$ cat config.mk
export PLATFORM = sky130hd
export DESIGN_NAME = data_sram_bridge
export DESIGN_NICKNAME = d
export VERILOG_FILES = /design/src/rtl/data_sram_bridge_pkg.sv /design/src/rtl/data_sram_bridge_sram_size_enc.sv /design/src/rtl/data_sram_bridge.sv
export SDC_FILE = /design/constraint.sdc
export NUM_CORES = 1
export LEC_CHECK = 0
export ABC_CLOCK_PERIOD_IN_PS = 2700
export CAP_MARGIN = 20
export CORE_ASPECT_RATIO = 1.25
export CORE_MARGIN = 3
export CORE_UTILIZATION = 41
export CTS_CLUSTER_SIZE = 16
export DETAILED_ROUTE_END_ITERATION = 12
export PLACE_DENSITY = 0.9
export SETUP_SLACK_MARGIN = 0.02
export SYNTH_ARGS = -nofsm -noshare
export SYNTH_HDL_FRONTEND = slang
export SYNTH_HIERARCHICAL = 1
export SYNTH_SLANG_ARGS = --single-unit
$ cat constraint.sdc
create_clock -name clk -period 2.7 [get_ports clk]
set_input_delay 0.27 -clock clk [delete_from_list [all_inputs] [get_ports clk]]
set_output_delay 0.27 -clock clk [all_outputs]
set_load 0.05 [all_outputs]
$ cat src/rtl/data_sram_bridge_pkg.sv
// Shared definitions for the data-side SRAM bridge.
// Holds the bridge FSM state encoding and the bus transfer-size codes.
package data_sram_bridge_pkg;

   typedef enum logic [1:0] {
      IDLE = 2'd0,
      REQ  = 2'd1,
      WAIT = 2'd2,
      DONE = 2'd3
   } bridgeState_t;

   localparam logic [1:0] SZ_BYTE = 2'd0;
   localparam logic [1:0] SZ_HALF = 2'd1;
   localparam logic [1:0] SZ_WORD = 2'd2;

endpackage

$ cat src/rtl/data_sram_bridge_sram_size_enc.sv
// sram_size_enc: combinational mapping of the core's byte-lane enables to a
// bus transfer size and direction.
// Ports:
//   wen  in  4  byte write enables (non-zero = store; store wins)
//   ren  in  4  byte read enables  (non-zero = load)
//   size out 2  SZ_BYTE / SZ_HALF / SZ_WORD
//   wr   out 1  1 = write transfer
module sram_size_enc
   import data_sram_bridge_pkg::*;
(
   input  logic [3:0] wen,
   input  logic [3:0] ren,
   output logic [1:0] size,
   output logic       wr
);

   logic [3:0] laneMask;

   always_comb begin
      // NOTE: every output of a combinational block gets a value on every
      // path (here via the case default) so no latch is inferred.
      wr       = (wen != 4'b0000);
      laneMask = wr ? wen : ren;
      case (laneMask)
         4'b1111:                            size = SZ_WORD;
         4'b0011, 4'b1100:                   size = SZ_HALF;
         4'b0001, 4'b0010, 4'b0100, 4'b1000: size = SZ_BYTE;
         // Irregular lane patterns fall back to a full-word transfer.
         default:                            size = SZ_WORD;
      endcase
   end

endmodule

$ cat src/rtl/data_sram_bridge.sv
// data_sram_bridge: converts the core's single-cycle M-stage data-memory port
// into a req / addr_ok / data_ok SRAM-like bus transaction, stalling the
// pipeline until the access completes.
// Ports:
//   clk, rst                 clock, synchronous active-high reset
//   cpu_addr/cpu_wdata       M-stage address and lane-aligned write data
//   cpu_ren/cpu_wen          byte read/write enables (store wins)
//   cpu_flush                M-stage flush, blocks starting an access
//   cpu_hold                 pipeline held by another stall source
//   cpu_rdata                load data returned to the core
//   cpu_stall                memory stall to the hazard unit
//   bus_req/wr/size/addr/wdata  request channel
//   bus_addr_ok              request accepted
//   bus_data_ok/bus_rdata    read data valid / write complete
module data_sram_bridge
   import data_sram_bridge_pkg::*;
#(
   parameter int ADDR_W = 32,
   parameter int DATA_W = 32   // must be 32: four byte lanes
) (
   input  logic              clk,
   input  logic              rst,
   input  logic [ADDR_W-1:0] cpu_addr,
   input  logic [DATA_W-1:0] cpu_wdata,
   input  logic [3:0]        cpu_ren,
   input  logic [3:0]        cpu_wen,
   input  logic              cpu_flush,
   input  logic              cpu_hold,
   output logic [DATA_W-1:0] cpu_rdata,
   output logic              cpu_stall,
   output logic              bus_req,
   output logic              bus_wr,
   output logic [1:0]        bus_size,
   output logic [ADDR_W-1:0] bus_addr,
   output logic [DATA_W-1:0] bus_wdata,
   input  logic              bus_addr_ok,
   input  logic              bus_data_ok,
   input  logic [DATA_W-1:0] bus_rdata
);

   bridgeState_t state, nextState;
   logic         access;
   logic [1:0]   encSize;
   logic         encWr;

   assign access = ((cpu_ren != 4'b0000) || (cpu_wen != 4'b0000)) && !cpu_flush;

   sram_size_enc uSizeEnc (
      .wen  (cpu_wen),
      .ren  (cpu_ren),
      .size (encSize),
      .wr   (encWr)
   );

   always_ff @(posedge clk) begin
      // NOTE: sequential state uses non-blocking assignments so every
      // register samples pre-edge values regardless of block ordering.
      if (rst) state <= IDLE;
      else     state <= nextState;
   end

   always_comb begin
      nextState = state;
      cpu_stall = 1'b0;
      bus_req   = 1'b0;
      case (state)
         IDLE: begin
            // Stall in the same cycle the access is seen, so the core holds
            // the instruction before the request is even issued.
            if (access) begin
               nextState = REQ;
               cpu_stall = 1'b1;
            end
         end
         REQ: begin
            bus_req   = 1'b1;
            cpu_stall = 1'b1;
            if (bus_addr_ok) nextState = WAIT;
         end
         WAIT: begin
            // Flush is deliberately ignored here: bus transactions cannot be
            // cancelled once accepted.
            cpu_stall = 1'b1;
            if (bus_data_ok) nextState = DONE;
         end
         DONE: begin
            // Holding in DONE keeps the completed instruction from being
            // reissued while the pipeline is frozen by someone else.
            if (!cpu_hold) nextState = IDLE;
         end
         default: nextState = IDLE;
      endcase
      if (rst) begin
         cpu_stall = 1'b0;
         bus_req   = 1'b0;
      end
   end

   always_ff @(posedge clk) begin
      // NOTE: these registers drive ports directly, so they are reset to
      // keep the bus and the core's load path at known values.
      if (rst) begin
         bus_wr    <= 1'b0;
         bus_size  <= SZ_BYTE;
         bus_addr  <= '0;
         bus_wdata <= '0;
         cpu_rdata <= '0;
      end else begin
         if (state == IDLE && access) begin
            bus_wr    <= encWr;
            bus_size  <= encSize;
            bus_addr  <= cpu_addr;
            bus_wdata <= cpu_wdata;
         end
         // Writes complete without data; the last load value is kept.
         if (state == WAIT && bus_data_ok && !bus_wr) begin
            cpu_rdata <= bus_rdata;
         end
      end
   end

endmodule

# Word level (Yosys, flattened, before mapping)
# Cells that the tools add are included.
[word_totals]
register_bits = 101
inputBits = 110
wordCells = 45
[op_classes]
eq_ne = 13
muxes = 12
n_reduce_logical = 14
[op_table]
columns = ["op", "count"]
rows = [
  ["$eq 4x2->1 const B", 2],
  ["$eq 4x4->1 const B", 2],
  ["$mux 2", 4],
  ["$ne 2x2->1 const B", 4],
  ["$pmux 2 s4", 1],
  ["$reduce_bool 4->1", 2],
  ["$eq 2x2->1 const B", 2],
  ["$eq 4x1->1 const B", 1],
  ["$eq 4x3->1 const B", 1],
  ["$logic_and 1x1->1", 4],
  ["$mux 1", 4],
  ["$mux 4", 1],
  ["$pmux 2 s2", 1],
  ["$reduce_and 4->1", 1],
  ["$reduce_or 2->1", 2],
  ["$reduce_or 4->1", 1],
  ["$eq 2x1->1 const B", 1],
  ["$logic_not 1->1", 2],
  ["$logic_not 2->1", 1],
  ["$pmux 1 s2", 1],
  ["$logic_or 1x1->1", 1],
]

# Depth between registers and ports, before layout
[depth]
ltp_word = 6
depth_mapped = 8
depth_no_buf = 6

# By module
# The synthesis kept the hierarchy.
[modules_own_cells]
columns = ["module", "n_inst", "cells_per_inst", "area_per_inst_um2", "seq_area_each_um2"]
rows = [
  ["data_sram_bridge", 1, 468, 3664.8, 2021.9],
  ["sram_size_enc", 1, 13, 76.3, 0.0],
]

# Worst setup path before layout
# OpenSTA, ideal clock, no wires.
[synth_timing]
path_type = "register -> output"
start = "reg state[0]"
end = "out cpu_stall"
t_arrival_ps = 2121
slack_ps = 309
path_stages_with_launch = 6
path_buffers = 1
cell_sequence = "dfxtp_1 > inv_1 > ha_1 > o211ai_2 > buf_2 > a211oi_1"
[synth_via]
elab_chain_cells = 4
[synth_rtl]
columns = ["element", "line", "source"]
rows = [
  ["start, declared", "data_sram_bridge.sv:41", "bridgeState_t state, nextState;"],
  ["start signal, assigned", "data_sram_bridge.sv:59", "else state <= nextState;"],
  ["$eq 2x2->1 / $eq 2x1->1 (equally long branches)", "data_sram_bridge.sv:66", "case (state)"],
  ["$reduce_or 2->1 (no line)", "-", ""],
  ["$pmux 1 s2 *", "data_sram_bridge.sv:66", ""],
  ["$mux 1 *", "data_sram_bridge.sv:93", "if (rst) begin"],
  ["end, declared", "data_sram_bridge.sv:30", "output logic cpu_stall,"],
]
# Every way passes the cells marked *; elsewhere a longest branch is shown, timed or not.

# Worst setup path after layout
[layout_timing]
start = "reg state[1]"
end = "out bus_req"
[layout_via]
elab_chain_cells = 3
[layout_rtl]
columns = ["element", "line", "source"]
rows = [
  ["$eq 2x1->1", "data_sram_bridge.sv:66", ""],
  ["$mux 1", "data_sram_bridge.sv:66", ""],
  ["$mux 1", "data_sram_bridge.sv:93", ""],
  ["end, declared", "data_sram_bridge.sv:31", "output logic bus_req,"],
]
# No other way between the ends.

==> summary.log <==
qor: placement.place_inst 784
qor: setup_path.timing.rr.end bus_addr[30]
qor: die.die_h 113 µm
qor: clocking.max-clock-path-buffers 2
qor: timing.min_period 2.24 ns
qor: timing.maxSlewHeadroom 30.2%
qor: placement.gp_congestion 0.762
qor: detailed_routing.route.vias.total 3862
qor: power_and_ir_drop.power_leakage 2.23 nW
qor: synth.yosys_reg_bits 101
qor: detailed_routing.detailedRoute.firstIterationViolations 140
qor: layout.area_growth_syn_to_layout 64.4%
qor: global_routing.grt_remaining_overflow 0
qor: setup_path.crit_path_max_incr_delay 0.82 ns
qor: clocking.cts-htree-levels 3
qor: timing.finalMaxSlewViolations 0
qor: timing.aggregate_negative_setup_slack 0 ns
qor: synth.synth_ff_type sky130_fd_sc_hd__dfxtp_1
qor: layout.final_core_util 69.9%
qor: detailed_routing.remaining_drc_errors 0
qor: die.fp.dieArea 10300 µm²
qor: detailed_routing.detail_route.vias_per_cell 4.83
qor: timing.setup_viol_count_final 0
qor: global_routing.number_of_global_route_vias_before_repair 3815
qor: setup_path.crit_chain inv_1, ha_1, nor2b_1, clkdlybuf4s50_1
qor: setup_path.critical_path.max_fanout 4
qor: global_routing.maximum_number_of_pins_on_one_net_before_global_route_repair 105
qor: die.initial_core_util 42.5%
qor: die.die_w 91.4 µm
qor: synth.synth_top_area_share 54.0%
qor: clocking.cts_tree built
qor: hold_path.worst_hold_check_path_type input pin to register
qor: layout.layout-drive-gt1-share 4.26%
qor: setup_path.worst_r2r_startpoint state[0]
qor: clocking.clock_transition_at_the_registers_of_the_reported_paths 0.10 ns
qor: setup_path.critical_path_required 2.43 ns
qor: clocking.ctsResizeCount 0
qor: synth.netlist.top_cell.by_area sky130_fd_sc_hd__dfxtp_1
qor: clocking.cts-buffers-inserted 9
qor: global_routing.grt_use_total 21.6%
qor: detailed_routing.detail_route.wl_per_cell 14.0 µm
qor: timing.timing_worst_slew_pin_value 1.05 ns
qor: synth.count_of_flip_flops_with_a_built_in_enable_after_synthesis 0
qor: synth.synth_cells 481
qor: hold_path.timing.hold.worst_path_depth 3
qor: setup_path.worstRegToRegCells 7
qor: synth.synthesis.area 3740 µm²
qor: setup_path.worst_setup_path_start_kind register
qor: synth.ys_top_cells_by_area sky130_fd_sc_hd__dfxtp_1, sky130_fd_sc_hd__nand2_1, sky130_fd_sc_hd__a21oi_1
qor: synth.mappedNetlistNets 597
qor: layout.final_net_count 791
qor: placement.place_area 5920 µm²
qor: setup_path.rrSetupSlack 0.57 ns
qor: synth.synthesized_area_divided_by_synthesized_cell_count 7.78 µm²
qor: synth.synth-seq-area-share 54.0%
qor: status.outcome finished clean
qor: synth.synth_cell_types 28
qor: synth.share_of_synthesized_flip_flops_with_an_asynchronous_set_or_reset 0%
qor: setup_path.worstPathArrival 1.97 ns
qor: detailed_routing.postRouteAntennaNets 0
qor: flow_run.max_cap_violations 0
qor: die.io_pins 211
qor: timing.fmaxAchievable 0.446 GHz
qor: clocking.clk-insertion-delay-late 0.36 ns
qor: layout.layout.filler_cells 686
qor: clocking.numClockSinks 101
qor: global_routing.antenna_found_initial 0
qor: detailed_routing.routed_wl 11200 µm
qor: power_and_ir_drop.total_power_density_per_cell_area 844 nW/µm²
qor: placement.place.detailed.hpwl 8380 µm
qor: layout.antennaDiodeCount 0
qor: die.rows 38
qor: setup_path.critPathSlowestCell sky130_fd_sc_hd__clkdlybuf4s50_1
qor: setup_path.endpoint bus_req
qor: layout.final_cell_count_no_fill 800
qor: clocking.cts_root_buf sky130_fd_sc_hd__clkbuf_8
qor: layout.final_cell_area 6150 µm²
qor: timing.final.period_utilization 83.1%
qor: setup_path.crit_end_category output pin
qor: timing.grt_setup_unrepaired false
qor: power_and_ir_drop.vdd_drop_max 485 µV
qor: setup_path.criticalPathCategory register to output pin
qor: detailed_routing.detailedRoute.firstPassIterationCount 4
qor: placement.port-buffer-count 210
qor: clocking.number_of_hold_buffers_added_after_cts 0
qor: die.std_cell_core_area 8800 µm²
qor: clocking.cts_setup_buffers 0
qor: global_routing.grt_first_pass_wirelength 18200 µm
qor: timing.final_hold_viol_count 0
qor: timing.fin_skew 0.00540 ns
qor: synth.yosys_warnings 6
qor: setup_path.crit_start state[1]
==> final cells by class <==
class | count | area, µm² | area share, %
Clock inverter | 7 | 106 | 1.73
Timing Repair Buffer | 216 | 2150 | 35.0
Inverter | 5 | 18.8 | 0.305
Sequential cell | 101 | 2020 | 32.9
Multi-Input combinational cell | 342 | 1580 | 25.6
Clock buffer | 9 | 124 | 2.01
Tap cell | 120 | 150 | 2.44
==> Yosys cell counts (2+ instances only) <==
cell / instances
sky130_fd_sc_hd__nor4bb_1: 2
sky130_fd_sc_hd__nor4_1: 2
sky130_fd_sc_hd__clkbuf_1: 25
sky130_fd_sc_hd__a31oi_1: 2
sky130_fd_sc_hd__o21ai_0: 3
sky130_fd_sc_hd__o41ai_1: 2
sky130_fd_sc_hd__inv_1: 5
sky130_fd_sc_hd__ha_1: 6
sky130_fd_sc_hd__dfxtp_1: 101
sky130_fd_sc_hd__a21oi_1: 100
sky130_fd_sc_hd__nand2b_1: 2
sky130_fd_sc_hd__buf_6: 2
sky130_fd_sc_hd__nor2_1: 9
sky130_fd_sc_hd__a211oi_1: 2
sky130_fd_sc_hd__buf_2: 5
sky130_fd_sc_hd__nand2_1: 201
==> worst min path at each step <==
stage	from	endpoint	slack, ns
after CTS	cpu_wdata[27]	bus_wdata[27]	0.43
final	cpu_addr[10]	bus_addr[10]	0.44
after global placement	bus_addr[13]	bus_addr[13]	0.44
after detailed placement	cpu_rdata[20]	cpu_rdata[20]	0.45
after global routing	cpu_wdata[4]	bus_wdata[4]	0.44
after floorplan	cpu_addr[10]	bus_addr[10]	0.41
==> worst max-delay path, delay by kind of cell (launching register included) <==
| kind | cells | cell delay [ns] |
|---|---|---|
| adders and majority gates | 1 | 0.19 |
| buffers and inverters | 2 | 0.95 |
| and+or+nand+nor | 1 | 0.13 |
| DFF | 1 | 0.35 |
==> layout by cell type, fill, tap and decap left out <==
| cell type | instances |
|---|---|
| sky130_fd_sc_hd__a211oi_1 | 1 |
| sky130_fd_sc_hd__a211oi_4 | 1 |
| sky130_fd_sc_hd__a21oi_1 | 100 |
| sky130_fd_sc_hd__a31oi_1 | 2 |
| sky130_fd_sc_hd__buf_12 | 1 |
| sky130_fd_sc_hd__buf_4 | 7 |
| sky130_fd_sc_hd__bufinv_16 | 2 |
| sky130_fd_sc_hd__clkbuf_8 | 9 |
| sky130_fd_sc_hd__clkdlybuf4s50_1 | 208 |
| sky130_fd_sc_hd__clkinv_4 | 3 |
| sky130_fd_sc_hd__dfxtp_1 | 101 |
| sky130_fd_sc_hd__ha_1 | 6 |
| sky130_fd_sc_hd__inv_1 | 5 |
| sky130_fd_sc_hd__inv_6 | 1 |
| sky130_fd_sc_hd__inv_8 | 1 |
| sky130_fd_sc_hd__nand2_1 | 201 |
| sky130_fd_sc_hd__nand2b_1 | 2 |
| sky130_fd_sc_hd__nand3_1 | 1 |
| sky130_fd_sc_hd__nor2_1 | 8 |
| sky130_fd_sc_hd__nor2_2 | 1 |
| sky130_fd_sc_hd__nor2b_1 | 1 |
| sky130_fd_sc_hd__nor3_1 | 1 |
| sky130_fd_sc_hd__nor4_1 | 2 |
| sky130_fd_sc_hd__nor4bb_1 | 2 |
| sky130_fd_sc_hd__o2111ai_1 | 1 |
| sky130_fd_sc_hd__o211ai_4 | 1 |
| sky130_fd_sc_hd__o21ai_0 | 3 |
| sky130_fd_sc_hd__o21ai_1 | 1 |
| sky130_fd_sc_hd__o22ai_1 | 1 |
| sky130_fd_sc_hd__o41ai_1 | 2 |
| sky130_fd_sc_hd__or2_2 | 1 |
| sky130_fd_sc_hd__or4_1 | 1 |
| sky130_fd_sc_hd__or4_4 | 1 |
| sky130_fd_sc_hd__xor2_1 | 1 |
==> through the flow <==
step / hold slack [ns] / worst slack, ns / power, mW
after floorplan: 0.406 / 0.309 / 3.36
after global placement: 0.442 / 0.459 / 4.11
after detailed placement: 0.446 / 0.393 / 4.17
after CTS: 0.425 / 0.428 / 5.25
after global routing: 0.438 / 0.358 / 5.47
final: 0.443 / 0.456 / 5.19
==> registers in the layout (all words and copies together) (netlist names) <==
name       count
bus_size       2
cpu_rdata     32
bus_wdata     32
bus_wr         1
state          2
bus_addr      32
==> where the power goes <==
part	total, mW	switching (mW)	leakage [nW]	internal (mW)
Sequential	1.85	0.127	0.825	1.73
Clock	1.07	0.534	0.116	0.537
Combinational	2.27	1.50	1.28	0.771
==> metal layers <==
metal	vias to the layer above	GRT usage (%)	share of wire, %
met2	158	38.0	50
met5	-	0	0
met1	1732	23.9	39
met4	0	9.46	2.7
met3	25	6.58	7.9
li1	1947	-	-
==> cells by family (layout without fill, tap and decap cells) <==
| group | count (synthesis) | count (layout) | share of synthesized area, % |
|---|---|---|---|
| AO/OA/AOI/OAI | 113 | 113 | 15.9 |
| XOR/XNOR | 1 | 1 | 0.234 |
| adder cells (fa/ha/maj) | 6 | 6 | 2.01 |
| buffers and inverters | 38 | 237 | 4.48 |
| flip-flops | 101 | 101 | 54.0 |
| AND/OR/NAND/NOR | 222 | 222 | 23.4 |
Note: power is estimated with default switching activity, not from simulation.
